## src/rtl/uart_host_tx_pkg.sv

```systemverilog
// Shared definitions for the host-side UART transmitter: FSM encodings, parity modes
// and the baud divider computation, kept in one place so the matching receiver can reuse them.
package uart_host_tx_pkg;

  localparam logic [2:0] ST_IDLE   = 3'd0;
  localparam logic [2:0] ST_START  = 3'd1;
  localparam logic [2:0] ST_DATA   = 3'd2;
  localparam logic [2:0] ST_PARITY = 3'd3;
  localparam logic [2:0] ST_STOP   = 3'd4;

  localparam int PARITY_NONE = 0;
  localparam int PARITY_EVEN = 1;
  localparam int PARITY_ODD  = 2;

  // Cycles per bit; truncating division, caller must keep the result >= 2.
  function automatic int baud_div(input int clk_hz, input int baud);
    return clk_hz / baud;
  endfunction

  function automatic logic parity_bit(input logic [7:0] b, input int mode);
    return (mode == PARITY_ODD) ? ~^b : ^b;
  endfunction

endpackage

```

## src/rtl/uart_host_tx_if.sv

```systemverilog
// Write-side bus of the UART transmitter: byte push handshake plus FIFO status flags.
interface uart_host_tx_if;
  logic       wr_en;
  logic [7:0] wr_data;
  logic       full;
  logic       empty;
  logic       overflow;

  modport master (output wr_en, output wr_data, input full, input empty, input overflow);
  modport slave  (input wr_en, input wr_data, output full, output empty, output overflow);
endinterface

```

## src/rtl/uart_tx_fifo.sv

```systemverilog
// Single-clock byte FIFO with registered full/empty flags and an overflow pulse.
// The head is read combinationally so the transmitter can load it in the same cycle it pops.
module uart_tx_fifo #(
  parameter int DEPTH_LOG2 = 4
) (
  input  logic       clk,
  input  logic       rst,
  input  logic       push_i,
  input  logic [7:0] push_data_i,
  input  logic       pop_i,
  output logic [7:0] head_o,
  output logic       full_o,
  output logic       empty_o,
  output logic       overflow_o
);
  localparam int DEPTH = 1 << DEPTH_LOG2;
  localparam logic [DEPTH_LOG2:0] FULL_CNT = {1'b1, {DEPTH_LOG2{1'b0}}};

  logic [7:0]            mem_q [DEPTH];
  logic [DEPTH_LOG2-1:0] wptr_q, rptr_q;
  logic [DEPTH_LOG2:0]   count_q, count_d;
  logic                  full_q, empty_q, overflow_q;
  logic                  push_ok, pop_ok;

  // full_q is the pre-edge flag, so a push while full is dropped even if a pop happens too.
  assign push_ok = push_i && !full_q;
  assign pop_ok  = pop_i && !empty_q;

  always_comb begin
    count_d = count_q;
    case ({push_ok, pop_ok})
      2'b10:   count_d = count_q + 1'b1;
      2'b01:   count_d = count_q - 1'b1;
      default: count_d = count_q;
    endcase
  end

  always_ff @(posedge clk) begin
    if (push_ok) mem_q[wptr_q] <= push_data_i;
  end

  always_ff @(posedge clk) begin
    if (rst) begin
      wptr_q     <= '0;
      rptr_q     <= '0;
      count_q    <= '0;
      full_q     <= 1'b0;
      empty_q    <= 1'b1;
      overflow_q <= 1'b0;
    end else begin
      if (push_ok) wptr_q <= wptr_q + 1'b1;
      if (pop_ok)  rptr_q <= rptr_q + 1'b1;
      count_q    <= count_d;
      full_q     <= (count_d == FULL_CNT);
      empty_q    <= (count_d == '0);
      overflow_q <= push_i && full_q;
    end
  end

  assign head_o     = mem_q[rptr_q];
  assign full_o     = full_q;
  assign empty_o    = empty_q;
  assign overflow_o = overflow_q;
endmodule

```

## src/rtl/uart_host_tx.sv

```systemverilog
// Buffered 8-N-1 UART transmitter (optional parity) driving a registered serial line.
// Back-to-back frames are sent with no idle gap while the FIFO holds data.
module uart_host_tx
  import uart_host_tx_pkg::*;
#(
  parameter int SYS_CLK_FREQ    = 100_000_000,
  parameter int BAUD_RATE       = 115200,
  parameter int FIFO_DEPTH_LOG2 = 4,
  parameter int PARITY_MODE     = 0
) (
  input  logic           clk,
  input  logic           rst,
  uart_host_tx_if.slave  wr_if,
  output logic           busy,
  output logic           tx
);
  localparam int BAUD_DIV = baud_div(SYS_CLK_FREQ, BAUD_RATE);
  localparam int CW       = $clog2(BAUD_DIV);
  localparam logic [CW-1:0] BAUD_LAST = CW'(BAUD_DIV - 1);

  logic [2:0]    state_q, state_d;
  logic [CW-1:0] baud_cnt_q, baud_cnt_d;
  logic [2:0]    bit_idx_q, bit_idx_d;
  logic [7:0]    shift_q, shift_d;
  logic          parity_q, parity_d;
  logic          tx_q, tx_d;
  logic          pop, baud_end, fifo_empty;
  logic [7:0]    head;

  uart_tx_fifo #(.DEPTH_LOG2(FIFO_DEPTH_LOG2)) u_fifo (
    .clk         (clk),
    .rst         (rst),
    .push_i      (wr_if.wr_en),
    .push_data_i (wr_if.wr_data),
    .pop_i       (pop),
    .head_o      (head),
    .full_o      (wr_if.full),
    .empty_o     (fifo_empty),
    .overflow_o  (wr_if.overflow)
  );

  assign wr_if.empty = fifo_empty;
  assign baud_end    = (baud_cnt_q == BAUD_LAST);

  always_comb begin
    state_d    = state_q;
    baud_cnt_d = baud_cnt_q + 1'b1;
    bit_idx_d  = bit_idx_q;
    shift_d    = shift_q;
    parity_d   = parity_q;
    pop        = 1'b0;
    case (state_q)
      ST_IDLE: begin
        baud_cnt_d = '0;
        if (!fifo_empty) begin
          pop       = 1'b1;
          shift_d   = head;
          parity_d  = parity_bit(head, PARITY_MODE);
          bit_idx_d = '0;
          state_d   = ST_START;
        end
      end
      ST_START: begin
        if (baud_end) begin
          baud_cnt_d = '0;
          bit_idx_d  = '0;
          state_d    = ST_DATA;
        end
      end
      ST_DATA: begin
        if (baud_end) begin
          baud_cnt_d = '0;
          shift_d    = shift_q >> 1;
          if (bit_idx_q == 3'd7) state_d = (PARITY_MODE != PARITY_NONE) ? ST_PARITY : ST_STOP;
          else                   bit_idx_d = bit_idx_q + 1'b1;
        end
      end
      ST_PARITY: begin
        if (baud_end) begin
          baud_cnt_d = '0;
          state_d    = ST_STOP;
        end
      end
      ST_STOP: begin
        if (baud_end) begin
          baud_cnt_d = '0;
          // Chain straight into the next start bit when more data is queued.
          if (!fifo_empty) begin
            pop       = 1'b1;
            shift_d   = head;
            parity_d  = parity_bit(head, PARITY_MODE);
            bit_idx_d = '0;
            state_d   = ST_START;
          end else begin
            state_d = ST_IDLE;
          end
        end
      end
      default: begin
        baud_cnt_d = '0;
        state_d    = ST_IDLE;
      end
    endcase
  end

  // Line level follows the current state one cycle later, keeping the pin purely registered.
  always_comb begin
    case (state_q)
      ST_START:  tx_d = 1'b0;
      ST_DATA:   tx_d = shift_q[0];
      ST_PARITY: tx_d = parity_q;
      default:   tx_d = 1'b1;
    endcase
  end

  always_ff @(posedge clk) begin
    if (rst) begin
      state_q    <= ST_IDLE;
      baud_cnt_q <= '0;
      bit_idx_q  <= '0;
      shift_q    <= '0;
      parity_q   <= 1'b0;
      tx_q       <= 1'b1;
    end else begin
      state_q    <= state_d;
      baud_cnt_q <= baud_cnt_d;
      bit_idx_q  <= bit_idx_d;
      shift_q    <= shift_d;
      parity_q   <= parity_d;
      tx_q       <= tx_d;
    end
  end

  assign busy = (state_q != ST_IDLE);
  assign tx   = tx_q;
endmodule

```

## src/flat_wrapper.sv

```systemverilog
// flat-port wrapper written by rule: the top's interface ports become plain ports
module uart_host_tx_flat import uart_host_tx_pkg::*;
#(
  parameter int SYS_CLK_FREQ    = 100_000_000,
  parameter int BAUD_RATE       = 115200,
  parameter int FIFO_DEPTH_LOG2 = 4,
  parameter int PARITY_MODE     = 0
)
  (clk, rst, busy, tx, wr_if_wr_en, wr_if_wr_data, wr_if_full, wr_if_empty, wr_if_overflow);
  uart_host_tx_if wr_if_i ();
  input  logic clk;
  input  logic rst;
  output logic busy;
  output logic tx;
  input wire logic [$bits(wr_if_i.wr_en)-1:0] wr_if_wr_en;
  input wire logic [$bits(wr_if_i.wr_data)-1:0] wr_if_wr_data;
  output wire logic [$bits(wr_if_i.full)-1:0] wr_if_full;
  output wire logic [$bits(wr_if_i.empty)-1:0] wr_if_empty;
  output wire logic [$bits(wr_if_i.overflow)-1:0] wr_if_overflow;
  assign wr_if_i.wr_en = wr_if_wr_en;
  assign wr_if_i.wr_data = wr_if_wr_data;
  assign wr_if_full = wr_if_i.full;
  assign wr_if_empty = wr_if_i.empty;
  assign wr_if_overflow = wr_if_i.overflow;
  uart_host_tx #(.SYS_CLK_FREQ(SYS_CLK_FREQ), .BAUD_RATE(BAUD_RATE), .FIFO_DEPTH_LOG2(FIFO_DEPTH_LOG2), .PARITY_MODE(PARITY_MODE)) u_core (.clk(clk), .rst(rst), .wr_if(wr_if_i), .busy(busy), .tx(tx));
endmodule
```

## config.mk

```make
export PLATFORM = sky130hd
export DESIGN_NAME = uart_host_tx_flat
export DESIGN_NICKNAME = d
export VERILOG_FILES = /design/src/rtl/uart_host_tx_pkg.sv /design/src/rtl/uart_host_tx_if.sv /design/src/rtl/uart_tx_fifo.sv /design/src/rtl/uart_host_tx.sv /design/src/flat_wrapper.sv
export SDC_FILE = /design/constraint.sdc
export NUM_CORES = 1
export LEC_CHECK = 0
export CAP_MARGIN = 10
export CORE_MARGIN = 2
export CORE_UTILIZATION = 60
export DETAILED_ROUTE_END_ITERATION = 8
export PLACE_DENSITY_LB_ADDON = 0.25
export SYNTH_ARGS = -nofsm -noshare
export SYNTH_HDL_FRONTEND = slang
export SYNTH_SLANG_ARGS = --single-unit
```

## constraint.sdc

```tcl
create_clock -name clk -period 5.3 [get_ports clk]
set_input_delay 1.06 -clock clk [delete_from_list [all_inputs] [get_ports clk]]
set_output_delay 1.06 -clock clk [all_outputs]
set_load 0.02 [all_outputs]
```

# == After elaboration in Yosys (flattened, before gate mapping) ==
# Memory sizes are Yosys's and may differ from the RTL's. A register that Yosys moved wholly into a read port is not among the register bits.
# Index checks and enable logic that the tools add are counted.
# totals
register_bits,42
ram_bits,128
in_bits,11
out_inout_bits,5
word_cells,84
n_memories,1
# op_classes
addsub,6
eq_ne,16
muxes,30
bitwise_logic,1
reduce_logical,18
# memory_table
name,words,width,read_ports,rd_clocked_by_memory_dff,wr,line_no,source
u_core.u_fifo.mem_q,16,8,1,1,1,uart_tx_fifo.sv:19,logic [7:0] mem_q [DEPTH];
# ops
op,count
3-bit two-way mux,11
8-bit two-way mux,3
8-bit case mux with 3 select lines,1
3-bit case mux with 5 select lines,1
3-bit case mux with 4 select lines,1
"10-bit by 1-bit adder with 10-bit output, second input constant",1
"10-bit equality test, second input constant",1
"2-bit by 1-bit inequality test with 1-bit output, second input constant",5
5-bit case mux with 2 select lines,1
"4-bit by 1-bit adder with 4-bit output, second input constant",2
4-bit two-way mux,2
8-bit XOR reduction,1
1-bit two-way mux,7
"3-bit by 2-bit equality test with 1-bit output, second input constant",2
"3-bit equality test, second input constant",2
6-bit AND reduction,1
3-bit nonzero test,2
"5-bit by 1-bit adder with 5-bit output, second input constant",1
"5-bit equality test, second input constant",1
5-bit logical NOT,1
5-bit AND reduction,1
"5-bit by 1-bit subtractor with 5-bit output, second input constant",1
"2-bit inequality test, second input constant",2
1-bit case mux with 2 select lines,2
15 further kinds,18

# == Longest topological paths before layout ==
# Gate-level depths: netlist of the first run.
# depth
word_depth,7
depth_mapped,16
mapped_depth_nobuf,14

# == Cells and area by module ==
# From an unflattened synthesis of the first run, not the netlist that was laid out.
# hier_totals
hier_cells,460
area_unflattened_um2,7378.3
# by_module_without_submodules
mod,instances,cells_each,area_per_inst_um2,seq_area_each_um2
uart_tx_fifo,1,306,5992.0,4244.1
uart_host_tx,1,154,1386.3,520.5

# == Worst setup path before layout of the first run ==
# No wires, ideal clock.
# synth_timing
kind,flip-flop to flip-flop
startpoint,register u_core.baud_cnt_q[0]
endpoint,"register u_core.u_fifo.empty_q, in the netlist u_core.u_fifo.empty_o"
setup_ps,70
t_arrival_ps,3483
required_time_ps,5230
setup_slack_ps,1747
stages_incl_launch_ff,17
path_buffers,2
period_less_slack_ps,3553
path_cell_list,dfxtp_1 -> ha_1 -> or3b_1 -> or4_4 -> buf_6 -> a21boi_2 -> ha_1 -> clkbuf_1 -> xor2_1 -> ha_1 -> nor2b_1 -> a22oi_1 -> o32a_1 -> nor2_1 -> xnor2_1 -> nor2_1 -> a21oi_1
# synth_between
elab_chain_len,7
word_cells_on_any_way,8
# synth_lines
element,line_no,source
start: declaration,uart_host_tx.sv:22,"logic [CW-1:0] baud_cnt_q, baud_cnt_d;"
start signal: assignment,uart_host_tx.sv:126,baud_cnt_q <= baud_cnt_d;
10-bit equality test *,uart_host_tx.sv:43,assign baud_end = (baud_cnt_q == BAUD_LAST);
1-bit two-way mux *,uart_host_tx.sv:85,if (baud_end) begin
1-bit case mux with 2 select lines *,uart_host_tx.sv:52,case (state_q)
1-bit logical AND *,uart_tx_fifo.sv:27,assign pop_ok = pop_i && !empty_q;
2-bit by 1-bit equality test with 1-bit output / 2-bit equality test (equally long branches),uart_tx_fifo.sv:31,"case ({push_ok, pop_ok})"
5-bit case mux with 2 select lines *,uart_tx_fifo.sv:31,
5-bit logical NOT *,uart_tx_fifo.sv:55,empty_q <= (count_d == '0);
end signal: assignment,uart_tx_fifo.sv:55,
end: declaration,uart_tx_fifo.sv:22,"logic full_q, empty_q, overflow_q;"
# Mark *: on every way between the ends. The rest lies on a longest branch, timed or not.
# A chain may end at the register's enable or synchronous reset.

# == Worst setup path after layout of the first run ==
# Ends and elaborated chain as after synthesis.

==> flow_summary_export.csv, run 1 <==
group,metric,value,unit
synth,syn_nets,479,
detailed_routing,drc,0,
floorplan,fp.dieH,112.5,um
clock_network,clkTransAtPathRegs,60,ps
clock_network,postCtsSetupBuffers,0,
job,drv_cap,0,
sta,hold_viol,0,
synth,synth_commonest_cells,"edfxtp_1, dfxtp_1, nor2_1",
detailed_routing,route.vias.total,3789,
sta,fin_ws,1474,ps
synth,synthFlopType,"edfxtp_1",
floorplan,num_rows,39,
worst_setup_path,critPathLaunchType,"flip-flop",
min_path,hold_path.class,"flip-flop to flip-flop",
power_and_ir_drop,ir_worst_vdd,0.0004098,V
placed_design,io_buffers,15,
synth,syn_inst,457,
synth,yosys_warnings,0,
synth,syn_area,7068,um2
worst_setup_path,r2r_slack,1470,ps
detailed_routing,drtIter0Drc,319,
global_route,grt_overflow,0,
layout,nets,493,
synth,post-synth-top-count-cell,"edfxtp_1",
synth,yosysSeqAreaShare,67.41,%
placed_design,dp_worst_setup_slack,1306,ps
sta,fin_skew,5.115,ps
global_route,grt_max_degree,33,
worst_setup_path,r2r_cells,14,
layout,area_delta_synth_final,12.25,%
synth,ys_types,43,
worst_setup_path,required,5660,ps
clock_network,cts_sinks,174,
global_route,grt_pass1_wl,20470,um
clock_network,clk_latency,430,ps
layout,antenna-diode-count,0,
detailed_routing,drt_first_pass_iters,5,
layout,fin_area,7934,um2
floorplan,die_area,12660,um2
synth,ys_async_sr_fraction,0,%
clock_network,cts_hold_buf,0,
synth,synth.largest_area_cell,"edfxtp_1",
worst_setup_path,endpoint,"u_core.u_fifo.empty_o$_SDFF_PP1_",
global_route,grt_pass1_vias,3808,
power_and_ir_drop,power_density,472.5,nW/um2
floorplan,start_util,61.64,%
detailed_routing,wl_per_cell,20.46,um
synth,synthTopCellsByArea,"edfxtp_1, dfxtp_1, mux4_2",
sta,rsz0062_at_grt,"false",
clock_network,cts_root_buf,"clkbuf_16",
detailed_routing,via_per_inst,6.043,
status,status,"finished, final reports clean",
synth,synth.top_cell.area_share,54.38,%
clock_network,cts_tree,"done",
floorplan,die_w,112.5,um
placed_design,post_dp_cell_area,7323,um2
sta,relSlewSlack,43.51,%
global_route,grtUsageTotal,22.03,%
power_and_ir_drop,leakagePower,0.002634,uW
worst_setup_path,cp-end-kind,"flip-flop",
placed_design,gp_congestion,0.7488,
worst_setup_path,timing.rr.start,"u_core.baud_cnt_q[0]$_SDFF_PP0_",
global_route,antenna_found_initial,0,
detailed_routing,drt_wl_total,12830,um
clock_network,clockBufferDepth,2,
worst_setup_path,criticalPathCategory,"flip-flop to flip-flop",
floorplan,core,11470,um2
sta,fmax,0.2614,GHz
detailed_routing,antenna_left,0,
sta,finalSetupViolations,0,
clock_network,htreeDepth,4,
sta,maxSlewViolCount,0,
synth,synth-edff-count,128,
placed_design,dpl.hpwl,8190,um
clock_network,numCtsBuffers,17,
synth,synth_seq_cells,174,
worst_setup_path,cp_max_fo,12,
min_path,whs_path_depth,2,
layout,fillers,736,
worst_setup_path,timing.rr.end,"u_core.u_fifo.empty_o$_SDFF_PP1_",
power_and_ir_drop,power,3749,uW
worst_setup_path,crit_arrival,4190,ps
clock_network,cts_resized,0,
floorplan,io_pins,16,
sta,worst_pin_slew,847.3,ps
sta,tns,0,ps
synth,syn_avg_cell_area,15.47,um2
layout,drive_gt1_share,16.32,%
sta,fin_crit,3826,ps
worst_setup_path,startpoint,"u_core.baud_cnt_q[0]$_SDFF_PP0_",
sta,finalCritPeriodShare,72.19,%
-- where the power goes --
part	internal, uW	switching, uW
Combinational	414	406
Clock	749	527
Sequential	1550	98.0
-- worst min-delay path by stage --
stage / start / to / slack (ps)
after floorplan: u_core.shift_q[7]$_SDFFE_PP0P_ / u_core.shift_q[7]$_SDFFE_PP0P_ / 430
after global placement: u_core.shift_q[7]$_SDFFE_PP0P_ / u_core.shift_q[7]$_SDFFE_PP0P_ / 440
after detailed placement: u_core.shift_q[7]$_SDFFE_PP0P_ / u_core.shift_q[7]$_SDFFE_PP0P_ / 440
after CTS: u_core.shift_q[7]$_SDFFE_PP0P_ / u_core.shift_q[7]$_SDFFE_PP0P_ / 450
after global routing: u_core.shift_q[7]$_SDFFE_PP0P_ / u_core.shift_q[7]$_SDFFE_PP0P_ / 470
final: u_core.shift_q[7]$_SDFFE_PP0P_ / u_core.shift_q[7]$_SDFFE_PP0P_ / 450
-- layout make-up --
cell class / count / area [um2] / share of cell area, %
multi-input cells: 252 / 2175 / 27.41
well taps: 143 / 178.9 / 2.255
clock buffers: 17 / 425.4 / 5.362
repair buffers: 18 / 172.7 / 2.176
flip-flops and latches: 174 / 4767 / 60.09
clock inverters: 15 / 185.2 / 2.334
inverters: 8 / 30.03 / 0.3785
-- state kept, by name, indices dropped and copies added (netlist names), named ones only --
| register | flops |
|---|---|
| u_core.u_fifo.full_o | 1 |
| u_core.shift_q | 8 |
| u_core.u_fifo.empty_o | 1 |
| u_core.tx | 1 |
| u_core.state_q | 3 |
| u_core.bit_idx_q | 3 |
| u_core.u_fifo.wptr_q | 4 |
| u_core.u_fifo.count_q | 5 |
| u_core.baud_cnt_q | 10 |
| u_core.u_fifo.mem_q | 128 |
| u_core.u_fifo.rptr_q | 4 |
| u_core.u_fifo.overflow_o | 1 |
| u_core.parity_q | 1 |
-- cells in the final DEF (no fill, tap or decap), types with 6 or more instances in the layout --
cell	n
nor2b_1	6
clkdlybuf4s50_1	15
nand2_1	21
mux2i_1	9
mux4_2	32
mux2_2	7
clkbuf_16	17
ha_1	11
xor2_1	10
xnor2_1	17
nor2_1	46
a22oi_1	18
inv_1	8
a21oi_1	10
and2_1	17
dfxtp_1	44
nand3_1	6
edfxtp_1	128
-- critical path, cell delays in order, from the launching register on --
cell and delay [ps]:
dfxtp_1 370, ha_1 240, or3b_1 370, or4_4 520
a21boi_2 400, ha_1 410, xor2_1 180, ha_1 200
nor2b_1 180, a22oi_1 110, o32a_1 310, nor2_1 110
xnor2_1 150, nor2_1 80, a21oi_1 120
-- per-layer routing --
layer,routed length (um),up-vias,global-route usage [%]
li1,-,1758,-
met5,0,-,0
met1,5562,1930,28.75
met3,551,17,6.210
met2,6492,84,35.70
met4,225,0,8.455
-- per-stage QoR --
step,instances,util [%],hold slack (ps)
global placement,595,63.86,435.6
floorplan,457,-,428.4
CTS,627,69.19,452.0
global route,627,69.19,471.1
detailed placement,595,63.86,443.0
finish,627,69.19,451.7
-- logic make-up after synthesis --
kind of cell | after synthesis | synth area share, %
buf+inv | 31 | 1.823
xor+xnor | 27 | 3.346
flops | 174 | 67.41
compound gates | 46 | 4.550
mux | 48 | 12.59
fa+ha+maj | 11 | 1.947
simple gates | 120 | 8.338
(Power assumes the default switching activity.)
==> run 2, diff against run 1 <==
==> constraint.sdc (replaced) <==
create_clock -name clk -period 3.9 [get_ports clk]
set_input_delay 0.78 -clock clk [delete_from_list [all_inputs] [get_ports clk]]
set_output_delay 0.78 -clock clk [all_outputs]
set_load 0.02 [all_outputs]
==> flow_summary_export.csv, run 2 (synthesis gave the netlist of run 1 again) <==
group,metric,value,unit
worst_setup_path,crit_arrival,3910,ps
clock_network,cts_tree,"done",
sta,worst_pin_slew,729.9,ps
clock_network,cts_resized,0,
worst_setup_path,criticalPathCategory,"flip-flop to flip-flop",
clock_network,numCtsBuffers,17,
layout,top_regs,"u_core.u_fifo.mem_q x128, u_core.baud_cnt_q x10, u_core.shift_q x8",
layout,multi_input_area,2175,um2
placed_design,io_buffers,15,
layout,nets,497,
layout,antenna-diode-count,0,
global_route,grtUsageTotal,22.45,%
sta,fin_skew,6.445,ps
detailed_routing,route.vias.total,3791,
layout,register_area,4766,um2
detailed_routing,drt_first_pass_iters,5,
worst_setup_path,cp_max_fo,12,
detailed_routing,drtIter0Drc,258,
global_route,antenna_found_initial,0,
clock_network,cts_hold_buf,0,
global_route,grt_pass1_wl,21130,um
detailed_routing,drc,0,
power_and_ir_drop,leakagePower,0.002631,uW
placed_design,dp_worst_setup_slack,419.8,ps
detailed_routing,route.met3.wl,671,um
detailed_routing,drt_wl_total,13020,um
layout,drive_gt1_share,17.01,%
detailed_routing,antenna_left,0,
worst_setup_path,cp-end-kind,"flip-flop",
floorplan,start_util,61.64,%
detailed_routing,dr_wl_met2,6449,um
global_route,grt_max_degree,33,
layout,fillers,736,
floorplan,io_pins,16,
floorplan,die_w,112.5,um
detailed_routing,wl_met1,5740,um
job,drv_cap,0,
sta,fmax,0.2814,GHz
clock_network,clk_latency,420,ps
clock_network,htreeDepth,4,
power_and_ir_drop,power_density,630.5,nW/um2
floorplan,num_rows,39,
clock_network,postCtsSetupBuffers,0,
clock_network,cts_root_buf,"clkbuf_16",
sta,finalSetupViolations,0,
status,status,"finished, final reports clean",
sta,fin_ws,346.6,ps
detailed_routing,via_per_inst,6.008,
clock_network,cts_sinks,174,
layout,area_delta_synth_final,12.00,%
layout,layout_commonest_cell,"edfxtp_1",
sta,finalCritPeriodShare,91.11,%
placed_design,dpl.hpwl,8493,um
sta,tns,0,ps
placed_design,gp_congestion,0.7754,
global_route,grt_pass1_vias,3829,
sta,hold_viol,0,
global_route,grt_overflow,0,
min_path,hold_path.class,"flip-flop to flip-flop",
floorplan,fp.dieH,112.5,um
layout,largest_reg_flops,128,
layout,most-common-layout-cells,"edfxtp_1, nor2_1, dfxtp_1",
clock_network,clockBufferDepth,2,
detailed_routing,wl_per_cell,20.64,um
clock_network,clkTransAtPathRegs,70,ps
floorplan,core,11470,um2
layout,top_register,"u_core.u_fifo.mem_q",
worst_setup_path,required,4250,ps
power_and_ir_drop,ir_worst_vdd,0.0003968,V
detailed_routing,top_layer,"met4",
sta,rsz0062_at_grt,"false",
worst_setup_path,critPathLaunchType,"flip-flop",
sta,maxSlewViolCount,0,
sta,fin_crit,3553,ps
sta,relSlewSlack,51.24,%
floorplan,die_area,12660,um2
run 2: critical path, stage by stage, from the launching register on:
cell and delay, ps:
dfxtp_1 370, ha_1 240, or3b_1 370, or4_4 520, a21boi_2 220, ha_1 340
xor2_1 190, ha_1 200, nor2b_1 180, a22oi_1 100, o32a_1 300, nor2_1 110
xnor2_1 150, nor2_1 80, a21oi_1 110
run 2: cell type report:
cell class / instances / area share, %
Multi-Input combinational cell: 252 / 27.47
Sequential cell: 174 / 60.20
Tap cell: 143 / 2.260
Clock buffer: 17 / 5.374
Inverter: 8 / 0.3793
Clock inverter: 15 / 1.596
Timing Repair Buffer: 22 / 2.719
run 2: where the power goes:
| part | switching, uW | total [uW] | internal, uW |
|---|---|---|---|
| clock network | 743 | 1580 | 838 |
| registers | 127 | 2240 | 2110 |
| logic | 581 | 1170 | 590 |
run 2: through the flow:
step | hold WS [ps] | util, % | cells | instance area, um2 | total power (uW)
after global routing | 492.2 | 69.03 | 631 | 7916 | 5202
after global placement | 437.7 | 64.22 | 599 | 7365 | 3395
final | 466.5 | 69.03 | 631 | 7916 | 4991
after floorplan | 428.4 | - | 457 | 7068 | 3127
after detailed placement | 449.6 | 64.22 | 599 | 7365 | 3447
after CTS | 462.8 | 69.03 | 631 | 7916 | 5016
run 2: path summary, 6_finish.rpt:
path | slack [ps] | to | startpoint | depth (start not counted)
worst min-delay path | 470 | u_core.shift_q[7]$_SDFFE_PP0P_ | u_core.shift_q[7]$_SDFFE_PP0P_ | 2
worst min register to register | 470 | u_core.shift_q[7]$_SDFFE_PP0P_ | u_core.shift_q[7]$_SDFFE_PP0P_ | 2
worst max-delay path | 350 | u_core.u_fifo.empty_o$_SDFF_PP1_ | u_core.baud_cnt_q[0]$_SDFF_PP0_ | 14
worst max register to register | 350 | u_core.u_fifo.empty_o$_SDFF_PP1_ | u_core.baud_cnt_q[0]$_SDFF_PP0_ | 14
run 2: routing by layer:
metal / vias up / global-route usage [%]
met5: - / 0
met2: 95 / 35.62
met1: 1918 / 31.95
li1: 1761 / -
met3: 17 / 4.590
met4: 0 / 7.073
==> run 3, diff against run 2 <==
--- a/config.mk
+++ b/config.mk
@@ -5,9 +5,12 @@
 export SDC_FILE = /design/constraint.sdc
 export NUM_CORES = 1
 export LEC_CHECK = 0
+export ABC_AREA = 1
 export CAP_MARGIN = 10
-export CORE_MARGIN = 2
-export CORE_UTILIZATION = 60
+export CELL_PAD_IN_SITES_DETAIL_PLACEMENT = 0
+export CELL_PAD_IN_SITES_GLOBAL_PLACEMENT = 1
+export CORE_MARGIN = 1
+export CORE_UTILIZATION = 48
 export DETAILED_ROUTE_END_ITERATION = 8
 export PLACE_DENSITY_LB_ADDON = 0.25
 export SYNTH_ARGS = -nofsm -noshare
==> flow_summary_export.csv, run 3 <==
group,metric,value,unit
floorplan,die_area,16670,um2
floorplan,core,15830,um2
detailed_routing,antenna_left,0,
worst_setup_path,crit_arrival,3590,ps
synth,synthTopCellsByArea,"edfxtp_1, nand2_1, dfxtp_1",
sta,relSlewSlack,38.54,%
floorplan,io_pins,16,
layout,top_regs,"u_core.u_fifo.mem_q x128, u_core.baud_cnt_q x10, u_core.shift_q x8",
sta,fin_ws,614.7,ps
synth,syn_avg_cell_area,9.289,um2
global_route,antenna_found_initial,0,
synth,synth.largest_area_cell,"edfxtp_1",
clock_network,cts_root_buf,"clkbuf_16",
layout,nets,880,
clock_network,htreeDepth,4,
clock_network,numCtsBuffers,17,
synth,ys_types,35,
synth,synth_commonest_cells,"nand2_1, edfxtp_1, inv_1",
floorplan,num_rows,46,
sta,fin_skew,7.360,ps
clock_network,clkTransAtPathRegs,60,ps
worst_setup_path,critPathLaunchType,"flip-flop",
clock_network,cts_hold_buf,0,
sta,worst_pin_slew,918.5,ps
synth,yosys_warnings,0,
layout,most-common-layout-cells,"nand2_1, edfxtp_1, inv_1",
worst_setup_path,criticalPathCategory,"flip-flop to flip-flop",
job,drv_cap,0,
detailed_routing,drt_first_pass_iters,5,
sta,hold_viol,0,
sta,tns,0,ps
clock_network,cts_resized,0,
layout,fin_util,55.16,%
placed_design,dpl.hpwl,10670,um
clock_network,clockBufferDepth,2,
layout,drive_gt1_share,8.381,%
global_route,grt_overflow,0,
layout,layout_commonest_cell,"nand2_1",
floorplan,fp.dieH,129.1,um
detailed_routing,drt_wl_total,16440,um
synth,synth_seq_cells,174,
detailed_routing,route.vias.total,5419,
synth,syn_area,7756,um2
synth,yosysSeqAreaShare,61.43,%
placed_design,dp_worst_setup_slack,482.6,ps
worst_setup_path,cp-end-kind,"flip-flop",
power_and_ir_drop,ir_worst_vdd,0.0003437,V
layout,largest_reg_flops,128,
sta,finalSetupViolations,0,
worst_setup_path,cp_max_fo,8,
sta,maxSlewViolCount,0,
sta,finalCritPeriodShare,84.24,%
layout,area_delta_synth_final,12.57,%
sta,fmax,0.3044,GHz
placed_design,io_buffers,15,
clock_network,postCtsSetupBuffers,0,
min_path,hold_path.class,"flip-flop to flip-flop",
detailed_routing,wl_per_cell,15.12,um
sta,fin_crit,3285,ps
global_route,grt_pass1_wl,26470,um
status,status,"finished, final reports clean",
clock_network,cts_sinks,174,
floorplan,start_util,49.00,%
global_route,grtUsageTotal,21.61,%
placed_design,gp_congestion,0.8848,
synth,synthFlopType,"edfxtp_1",
synth,ys_async_sr_fraction,0,%
clock_network,clk_latency,430,ps
worst_setup_path,required,4200,ps
global_route,grt_max_degree,66,
global_route,grt_pass1_vias,5224,
layout,fin_area,8731,um2
synth,synth.top_cell.area_share,49.56,%
layout,antenna-diode-count,0,
synth,syn_nets,857,
layout,top_register,"u_core.u_fifo.mem_q",
detailed_routing,drc,0,
synth,syn_inst,835,
clock_network,cts_tree,"done",
power_and_ir_drop,power_density,632.9,nW/um2
power_and_ir_drop,leakagePower,0.003691,uW
synth,post-synth-top-count-cell,"nand2_1",
detailed_routing,drtIter0Drc,476,
sta,rsz0062_at_grt,"false",
synth,synth-edff-count,128,
floorplan,die_w,129.1,um
placed_design,post_dp_cell_area,8130,um2
detailed_routing,via_per_inst,4.985,
[run 3: cell count changes after synthesis, moves of 17 or more]
cell,change
nor2_1,+18
and2_1,-17
mux4_2,-32
nand3_1,+83
a21oi_1,+18
a22oi_1,-17
nand2_1,+241
inv_1,+90
[run 3: logic make-up after synthesis]
logic type | synth area share, %
XOR/XNOR | 0.7905
flip-flops | 61.43
buffers and inverters | 7.485
adder cells (fa/ha/maj) | 1.774
AO/OA/AOI/OAI | 4.501
multiplexers | 0.2581
AND/OR/NAND/NOR | 23.76
[run 3: critical path, stage by stage, from the launching register on]
cell      delay [ps]
dfxtp_1          380
ha_1             200
nand3_1           80
nor2_1           140
nand2_1          150
nand2_1          120
nand2_2           80
a21oi_4          220
nand2_2          130
inv_2            160
ha_1             270
xor2_1           210
ha_1             180
a21oi_1           60
nor2_1           130
nand2_1           80
o31ai_1           70
o211ai_1         140
xor2_1           170
nor2_1           130
a21oi_1           60
[run 3: power breakdown]
part           total, uW  internal, uW  switching (uW)  leakage (uW)
clock network       1690          1030             663      0.000300
registers           2200          2120            77.4       0.00153
logic               1630           529            1110       0.00186
total               5530          3680            1850       0.00369
[run 3: routing by layer]
metal / routed length (um) / track usage (%) / vias to the layer above
met5: 0 / 0 / -
met4: 415 / 10.17 / 0
met3: 811 / 3.633 / 28
met2: 7540 / 34.25 / 130
met1: 7671 / 29.10 / 2501
li1: - / - / 2760
[run 3: metrics by stage]
step	instances	hold WS (ps)	total power [uW]
after floorplan	835	429.5	3484
after global placement	1055	438.9	3824
after detailed placement	1055	465.3	3871
after CTS	1087	471.2	5564
after global routing	1087	495.9	5873
final	1087	472.5	5526
[run 3: final timing paths]
path	startpoint	end	slack (ps)	cells after the start
worst max-delay path	u_core.baud_cnt_q[0]$_SDFF_PP0_	u_core.u_fifo.empty_o$_SDFF_PP1_	610	20
worst min-delay path	u_core.baud_cnt_q[0]$_SDFF_PP0_	u_core.baud_cnt_q[0]$_SDFF_PP0_	470	1
worst max register to register	u_core.baud_cnt_q[0]$_SDFF_PP0_	u_core.u_fifo.empty_o$_SDFF_PP1_	610	20
worst min register to register	u_core.baud_cnt_q[0]$_SDFF_PP0_	u_core.baud_cnt_q[0]$_SDFF_PP0_	470	1
[run 3: layout make-up]
type / count / area, um2
Fill cell: 1394 / 7097
Tap cell: 216 / 270.3
Timing Repair Buffer: 31 / 270.3
Clock inverter: 4 / 47.55
Multi-Input combinational cell: 524 / 2411
Sequential cell: 174 / 4766
Clock buffer: 28 / 553.0
Inverter: 110 / 412.9
